$ cat src/rtl/fetch_pkg.sv
// Shared definitions for the fetch unit: FSM state encoding and PC constants.
package fetch_pkg;

  typedef enum logic [1:0] {
    StIdle,
    StIssue,
    StWait,
    StDeliver
  } fetch_state_e;

  localparam int unsigned INSTR_BYTES     = 4;
  localparam logic [31:0] WORD_ALIGN_MASK = 32'hFFFF_FFFC;

endpackage

$ cat src/rtl/next_pc_fetch_unit_if.sv
// Instruction-memory read channel.
//   MemReq    : read request, held until MemReady
//   MemAddr   : word address, stable while MemReq is high
//   MemReady  : MemData valid, only meaningful while MemReq is high
//   MemData   : instruction word
// master = fetch unit, slave = instruction memory.
interface next_pc_fetch_unit_if;
  logic        MemReq;
  logic [31:0] MemAddr;
  logic        MemReady;
  logic [31:0] MemData;

  modport master (
    output MemReq,
    output MemAddr,
    input  MemReady,
    input  MemData
  );

  modport slave (
    input  MemReq,
    input  MemAddr,
    output MemReady,
    output MemData
  );
endinterface

$ cat src/rtl/next_pc_mux.sv
// Next-PC selection for the ProgramCounter.
//   reset_i           : forces ResetVector
//   jump_i/_target_i  : jump redirect, highest priority after reset
//   branch_taken_i/.. : branch redirect
//   advance_i         : current instruction accepted, step by one word
//   pc_result_i       : current PC
//   address_o         : next PC (word aligned targets, +4 wraps modulo 2^32)
module next_pc_mux
  import fetch_pkg::*;
#(
  parameter logic [31:0] ResetVector = 32'h0000_0000
) (
  input  logic        reset_i,
  input  logic        jump_i,
  input  logic [31:0] jump_target_i,
  input  logic        branch_taken_i,
  input  logic [31:0] branch_target_i,
  input  logic        advance_i,
  input  logic [31:0] pc_result_i,
  output logic [31:0] address_o
);

  always_comb begin
    address_o = pc_result_i;
    if (reset_i) begin
      address_o = ResetVector;
    end else if (jump_i) begin
      address_o = jump_target_i & WORD_ALIGN_MASK;
    end else if (branch_taken_i) begin
      address_o = branch_target_i & WORD_ALIGN_MASK;
    end else if (advance_i) begin
      address_o = pc_result_i + 32'(INSTR_BYTES);
    end
  end

endmodule

$ cat src/rtl/next_pc_fetch_unit.sv
// Fetch unit: issues instruction reads for PCResult, holds the fetched word for
// decode, and produces the next PC (Address) loaded by the ProgramCounter each edge.
//   Clk, Reset             : clock, asynchronous active-high reset
//   PCResult / Address     : current PC in, next PC out (combinational)
//   mem                    : instruction-memory read channel (master side)
//   Instruction/InstrPC/
//   InstrValid             : registered instruction handed to decode
//   Stall                  : decode holds the delivered instruction
//   BranchTaken/Target,
//   Jump/JumpTarget        : redirects, jump wins over branch
module next_pc_fetch_unit
  import fetch_pkg::*;
#(
  parameter logic [31:0] RESET_VECTOR = 32'h0000_0000
) (
  input  logic                        Clk,
  input  logic                        Reset,
  input  logic [31:0]                 PCResult,
  output logic [31:0]                 Address,
  next_pc_fetch_unit_if.master        mem,
  output logic [31:0]                 Instruction,
  output logic [31:0]                 InstrPC,
  output logic                        InstrValid,
  input  logic                        Stall,
  input  logic                        BranchTaken,
  input  logic [31:0]                 BranchTarget,
  input  logic                        Jump,
  input  logic [31:0]                 JumpTarget
);

  fetch_state_e state_q, state_d;
  logic         squash_q, squash_d;
  logic [31:0]  req_addr_q, req_addr_d;
  logic [31:0]  instr_q, instr_d;
  logic [31:0]  instr_pc_q, instr_pc_d;
  logic         instr_valid_q, instr_valid_d;
  logic         mem_req;
  logic [31:0]  mem_addr;
  logic         redirect;

  assign redirect = Jump | BranchTaken;

  always_ff @(posedge Clk or posedge Reset) begin
    if (Reset) begin
      state_q       <= StIdle;
      squash_q      <= 1'b0;
      req_addr_q    <= '0;
      instr_q       <= '0;
      instr_pc_q    <= '0;
      instr_valid_q <= 1'b0;
    end else begin
      state_q       <= state_d;
      squash_q      <= squash_d;
      req_addr_q    <= req_addr_d;
      instr_q       <= instr_d;
      instr_pc_q    <= instr_pc_d;
      instr_valid_q <= instr_valid_d;
    end
  end

  always_comb begin
    state_d    = state_q;
    squash_d   = squash_q;
    req_addr_d = req_addr_q;
    instr_d    = instr_q;
    instr_pc_d = instr_pc_q;
    unique case (state_q)
      StIdle: state_d = StIssue;
      StIssue: begin
        req_addr_d = PCResult;
        if (mem.MemReady) begin
          if (redirect) begin
            state_d = StIssue;
          end else begin
            state_d    = StDeliver;
            instr_d    = mem.MemData;
            instr_pc_d = mem_addr;
          end
        end else begin
          // An unanswered request cannot be withdrawn; a redirect here is
          // remembered and the returning data dropped once it arrives.
          state_d = StWait;
          if (redirect) squash_d = 1'b1;
        end
      end
      StWait: begin
        if (mem.MemReady) begin
          if (redirect || squash_q) begin
            state_d  = StIssue;
            squash_d = 1'b0;
          end else begin
            state_d    = StDeliver;
            instr_d    = mem.MemData;
            instr_pc_d = mem_addr;
          end
        end else if (redirect) begin
          squash_d = 1'b1;
        end
      end
      StDeliver: begin
        if (redirect || !Stall) state_d = StIssue;
      end
      default: state_d = StIdle;
    endcase
    instr_valid_d = (state_d == StDeliver);
  end

  always_comb begin
    mem_req  = 1'b0;
    mem_addr = '0;
    unique case (state_q)
      StIssue: begin
        mem_req  = 1'b1;
        mem_addr = PCResult;
      end
      StWait: begin
        mem_req  = 1'b1;
        mem_addr = req_addr_q;
      end
      default: ;
    endcase
  end

  assign mem.MemReq  = mem_req;
  assign mem.MemAddr = mem_addr;
  assign Instruction = instr_q;
  assign InstrPC     = instr_pc_q;
  assign InstrValid  = instr_valid_q;

  next_pc_mux #(
    .ResetVector (RESET_VECTOR)
  ) u_next_pc_mux (
    .reset_i         (Reset),
    .jump_i          (Jump),
    .jump_target_i   (JumpTarget),
    .branch_taken_i  (BranchTaken),
    .branch_target_i (BranchTarget),
    .advance_i       ((state_q == StDeliver) && !Stall),
    .pc_result_i     (PCResult),
    .address_o       (Address)
  );

endmodule

$ cat src/flat_wrapper.sv
// flat-port wrapper written by rule: the top's interface ports become plain ports
module next_pc_fetch_unit_flat import fetch_pkg::*;
#(
  parameter logic [31:0] RESET_VECTOR = 32'h0000_0000
)
  (Clk, Reset, PCResult, Address, Instruction, InstrPC, InstrValid, Stall, BranchTaken, BranchTarget, Jump, JumpTarget, mem_MemReq, mem_MemAddr, mem_MemReady, mem_MemData);
  next_pc_fetch_unit_if mem_i ();
  input  logic Clk;
  input  logic Reset;
  input  logic [31:0] PCResult;
  output logic [31:0] Address;
  output logic [31:0] Instruction;
  output logic [31:0] InstrPC;
  output logic InstrValid;
  input  logic Stall;
  input  logic BranchTaken;
  input  logic [31:0] BranchTarget;
  input  logic Jump;
  input  logic [31:0] JumpTarget;
  output wire logic [$bits(mem_i.MemReq)-1:0] mem_MemReq;
  output wire logic [$bits(mem_i.MemAddr)-1:0] mem_MemAddr;
  input wire logic [$bits(mem_i.MemReady)-1:0] mem_MemReady;
  input wire logic [$bits(mem_i.MemData)-1:0] mem_MemData;
  assign mem_MemReq = mem_i.MemReq;
  assign mem_MemAddr = mem_i.MemAddr;
  assign mem_i.MemReady = mem_MemReady;
  assign mem_i.MemData = mem_MemData;
  next_pc_fetch_unit #(.RESET_VECTOR(RESET_VECTOR)) u_core (.Clk(Clk), .Reset(Reset), .PCResult(PCResult), .Address(Address), .mem(mem_i), .Instruction(Instruction), .InstrPC(InstrPC), .InstrValid(InstrValid), .Stall(Stall), .BranchTaken(BranchTaken), .BranchTarget(BranchTarget), .Jump(Jump), .JumpTarget(JumpTarget));
endmodule
$ cat config.mk
export PLATFORM = sky130hd
export DESIGN_NAME = next_pc_fetch_unit_flat
export DESIGN_NICKNAME = d
export VERILOG_FILES = /design/src/rtl/fetch_pkg.sv /design/src/rtl/next_pc_fetch_unit_if.sv /design/src/rtl/next_pc_mux.sv /design/src/rtl/next_pc_fetch_unit.sv /design/src/flat_wrapper.sv
export SDC_FILE = /design/constraint.sdc
export NUM_CORES = 1
export LEC_CHECK = 0
export CAP_MARGIN = 40
export CELL_PAD_IN_SITES_DETAIL_PLACEMENT = 1
export CELL_PAD_IN_SITES_GLOBAL_PLACEMENT = 2
export CORE_MARGIN = 1
export CORE_UTILIZATION = 22
export DETAILED_ROUTE_END_ITERATION = 8
export GPL_TIMING_DRIVEN = 0
export HOLD_SLACK_MARGIN = 0.03
export PLACE_DENSITY_LB_ADDON = 0.1
export SYNTH_ARGS = -nofsm -noshare
export SYNTH_HDL_FRONTEND = slang
export SYNTH_SLANG_ARGS = --single-unit
export TNS_END_PERCENT = 20
$ cat constraint.sdc
create_clock -name Clk -period 4 [get_ports Clk]
set_clock_uncertainty 0.2 [all_clocks]
set_input_delay 0.4 -clock Clk [delete_from_list [all_inputs] [get_ports Clk]]
set_output_delay 0.4 -clock Clk [all_outputs]
set_load 0.01 [all_outputs]
; Yosys cells after proc, flatten, opt, wreduce, memory -nomap -nowiden
; Cells that the tools add are included.
[totals]
regBits = 100
latchBits = 0
mem_bits_rw = 0
rom_bits = 0
inputBits = 134
out_inout_bits = 130
elab_cells = 54
n_memories = 0
[classes]
add_sub_neg = 1
multipliers = 0
div_mod_pow = 0
n_lt_le_gt_ge = 0
n_eq_ne = 10
n_shift = 0
muxes = 27
bitwise = 1
reduce_logical = 9
[ops]
columns = operator, n
row1 = 32-bit two-way mux, 12
row2 = 32-bit one-hot mux with 2 select lines, 3
row3 = "32-bit by 3-bit adder with 32-bit output, second input constant", 1
row4 = 2-bit two-way mux, 5
row5 = "2-bit != test, second input constant", 5
row6 = 2-bit one-hot mux with 4 select lines, 1
row7 = "2-bit equality test, second input constant", 3
row8 = 1-bit two-way mux, 5
row9 = 5-bit AND reduction, 1
row10 = "3-bit by 2-bit != test with 1-bit output, second input constant", 1
row11 = 3-bit AND reduction, 1
row12 = "2-bit by 1-bit equality test with 1-bit output, second input constant", 1
row13 = 2-bit logical NOT, 1
row14 = 1-bit logical OR, 2
row15 = 1-bit one-hot mux with 2 select lines, 1
row16 = 2-bit nonzero test, 1
row17 = 2-bit OR reduction, 1
row18 = 1-bit logical AND, 1
row19 = 1-bit logical NOT, 1
row20 = 1-bit OR, 1

; Longest topological paths before layout
[depth]
ltp_word = 6
ltp_mapped = 9

; Modules after synthesis
; A second synthesis with hierarchy kept.
[hier_totals]
hier_cells = 521
area_unflattened_um2 = 5665.4
[modules_own_cells]
columns = mod, instances, cells_per_inst, area_per_inst_um2
row1 = next_pc_fetch_unit, 1, 343, 4505.6
row2 = next_pc_mux, 1, 178, 1159.9

; Worst setup path before layout
; Ideal clock, no wire load.
[synth_timing]
kind = input to output
from = in Reset
to = out Address[14]
arrival_time_ns = 3.397
t_required_ns = 3.400
setup_slack_ns = 0.003
cell_stages = 4
path_buffers = 0
path_cell_list = inv_1 nand2_1 or4_1 o211ai_1
[synth_via]
elab_chain_cells = 1
[synth_lines]
columns = element, line_no
row1 = "start, declared", flat_wrapper.sv:9  ; input logic Reset;
row2 = 32-bit two-way mux, next_pc_mux.sv:25  ; if (reset_i) begin
row3 = "end, declared", flat_wrapper.sv:11  ; output logic [31:0] Address;
; Every way passes these cells.

; Final worst setup path
[layout_timing]
from = in Jump
to = out Address[15]
[layout_via]
elab_chain_cells = 2
[layout_lines]
columns = element, line_no
row1 = "start, declared", flat_wrapper.sv:18  ; input logic Jump;
row2 = 32-bit two-way mux, next_pc_mux.sv:27  ; end else if (jump_i) begin
row3 = 32-bit two-way mux, next_pc_mux.sv:25
; Every way passes these cells.

==> impl_metrics.toml <==
[logic_synthesis]
synth_seq_cells = 100
synthArstFlopShare = 1.00
synth_top_family_by_area = "multiplexers"
syn_area_per_cell_um2 = 10.5
synth_compound_gate_area_share = 0.127
yosysSeqAreaShare = 0.449
syn_area_um2 = 5570
synth_adder_area_share = 0.0135
synthSimpleGateAreaFrac = 0.122
syn_inst = 532
syn_nets = 672
ys_types = 46
synth-warning-count = 0
synth_xor_area_frac = 0.0377
synth.area.mux_share = 0.194
synthFlopType = "dfrtp_1"
synth_edf_count = 0

[layout]
multiInputGateArea_um2 = 2770
fin_area_um2 = 8940
fillers = 2746
stdcell_count = 1132
layout.nets = 943
area_growth_pct = 60.4
diodes = 0
regArea_um2 = 2500
drive_gt1_frac = 0.124
fin_util = 0.363

[placed_design]
placed_cells = 1116
gp_congestion = 0.900
io_buffers = 257
dp_hpwl_um = 17700
place_area_um2 = 8610

[pwr]
powerDensity_nw_per_um2 = 729
leakage_nw = 3.47
vdd_drop_max_uv = 316

[timing]
hold_ws_ns = 0.160
finalCritPeriodShare = 0.980
slew_headroom = 0.549
timing.fmax_ghz = 0.255
drv_slew = 0
hold_viol = 0
finalCriticalPeriod_ns = 3.92
worst_slew_pin_slew_ns = 0.671
rsz0062_at_grt = "yes"
setup_violations = 0
tns_ns = 0

[clock_network]
hold_buffers = 0
cts_buffers = 9
clk_latency_ns = 0.34
cts-root-buf = "clkbuf_16"
cts_max_level = 3
cts_tree = "done"
cts.sinks = 100
cts_setup_buffers = 0
cts.clk_slew.worst_paths_ns = 0.07
clockBufferDepth = 2

[grt]
antenna_found_initial = 0
grt_pass1_wl_um = 34400
grt_pass1_vias = 5813
grt_max_degree = 56
track_usage = 0.172
grt_overflow = 0

[routing]
drt_first_pass_iters = 4
drcViolationCount = 0
detail-route-antenna-nets = 0
drtIter0Drc = 135
wl_um = 22000
wl_per_cell_um = 19.4
vias_per_cell = 4.59
num_vias = 5193

[critical_path]
crit_path_end_kind = "output pin"
critPathLaunchType = "primary input"
crit_type = "in2out"
crit_required_ns = 3.40
critPathMaxFanout = 10
critPathArrivalTime_ns = 3.32

[floorplanning]
die_x_um = 161
core_area_um2 = 24600
row_count = 57
die_area_um2 = 26000
start_util = 0.227
io-pin-count = 264
die_h_um = 161

[min_path]
hold_class = "in2async"

[run_status]
outcome = "completed"

[job]
maxCapViolCount = 0
## final timing paths
path	startpoint	to	slack [ns]	cells past startpoint
max in group asynchronous	Reset	u_core.Instruction[31]$_DFFE_PP0P_	2.63	4
max	Jump	Address[15]	0.08	8
max reg2reg	u_core.state_q[0]$_DFF_PP0_	u_core.Instruction[26]$_DFFE_PP0P_	1.37	8
min reg2reg	u_core.Instruction[4]$_DFFE_PP0P_	u_core.Instruction[4]$_DFFE_PP0P_	0.31	1
min	Reset	u_core.req_addr_q[3]$_DFFE_PP0P_	0.16	2
min in group Clk	PCResult[7]	u_core.req_addr_q[7]$_DFFE_PP0P_	0.27	2
## routing by layer
metal / track usage / share of wire / vias to the layer above
met5: 0 / 0 / -
met4: 0.0399 / 0.011 / 0
met3: 0.0565 / 0.084 / 12
met2: 0.285 / 0.46 / 195
met1: 0.215 / 0.45 / 2549
li1: - / - / 2437
## registers in the layout, indices dropped and copies added (netlist names)
signal              flops
u_core.state_q          2
u_core.req_addr_q      32
u_core.InstrPC         32
u_core.Instruction     32
u_core.squash_q         1
u_core.InstrValid       1
## Yosys cell counts (2+ instances only)
master / count / area share
nand2_1: 21 / 0.014
o21ai_0: 9 / 0.0081
buf_1: 6 / 0.0040
and3_1: 4 / 0.0045
ha_1: 6 / 0.013
clkbuf_1: 21 / 0.014
nor4b_1: 2 / 0.0031
mux2i_1: 36 / 0.065
a22oi_1: 39 / 0.053
nor2b_1: 35 / 0.039
xnor2_1: 7 / 0.011
nand4_1: 8 / 0.0090
dfrtp_1: 100 / 0.45
a211oi_1: 15 / 0.020
o22ai_1: 18 / 0.020
xor2_1: 17 / 0.027
nor2_1: 11 / 0.0074
o211ai_1: 2 / 0.0027
nand2b_1: 2 / 0.0022
a21oi_1: 12 / 0.011
inv_1: 42 / 0.028
nand3_1: 12 / 0.011
mux2_2: 64 / 0.13
nor3_1: 8 / 0.0072
and2_1: 5 / 0.0056
buf_2: 8 / 0.0072
nor4_1: 3 / 0.0034
## cells in the final DEF, fill, tap and decap left out, types with 15 or more instances in the layout
cell type	count
nor2b_1	35
inv_1	41
o22ai_1	18
a22oi_1	39
nand2_1	21
mux2i_1	36
mux2_2	64
a211oi_1	15
clkdlybuf4s50_1	255
clkbuf_1	23
dfrtp_1	100
xor2_1	17
## kinds of logic after synthesis
group,count (synthesis)
flops,100
buf+inv,79
compound gates,103
xor+xnor,24
fa+ha+maj,6
mux,100
simple gates,120
## critical path, cell delays in order
cell and delay [ns]:
clkdlybuf4s50_1 0.52, clkbuf_1 0.40, inv_1 0.16, nand2_1 0.31, clkbuf_1 0.43, nor2_1 0.09, nor4_1 0.35, clkdlybuf4s50_1 0.65
## per-stage QoR
stage | power (W) | setup slack (ns)
2_1_floorplan | 0.00384 | 0.00291
3_3_place_gp | 0.00555 | -2.37
3_5_place_dp | 0.00566 | 0.0692
4_1_cts | 0.00667 | 0.0502
5_1_grt | 0.00701 | -0.0310
6_report | 0.00652 | 0.0805
## where the power goes
| part | switching [W] | internal [W] | total (W) |
|---|---|---|---|
| sequential | 0.000277 | 0.00153 | 0.00180 |
| combinational | 0.00173 | 0.00204 | 0.00377 |
| clock | 0.000380 | 0.000565 | 0.000946 |
## area by class of cell
class                           instances  area share
Buffer                                 37      0.0176
Clock inverter                          4     0.00811
Clock buffer                           12      0.0276
Sequential cell                       100       0.280
Tap cell                              324      0.0453
Multi-Input combinational cell        353       0.310
Inverter                               42      0.0179
Timing Repair Buffer                  260       0.294
## timing repair
item | CTS | global route
endpoints found under the hold margin | 0 | 0
resized for setup | 0 | 4
setup endpoints to repair | 0 | 6
Note: power is estimated with default switching activity, not from simulation.
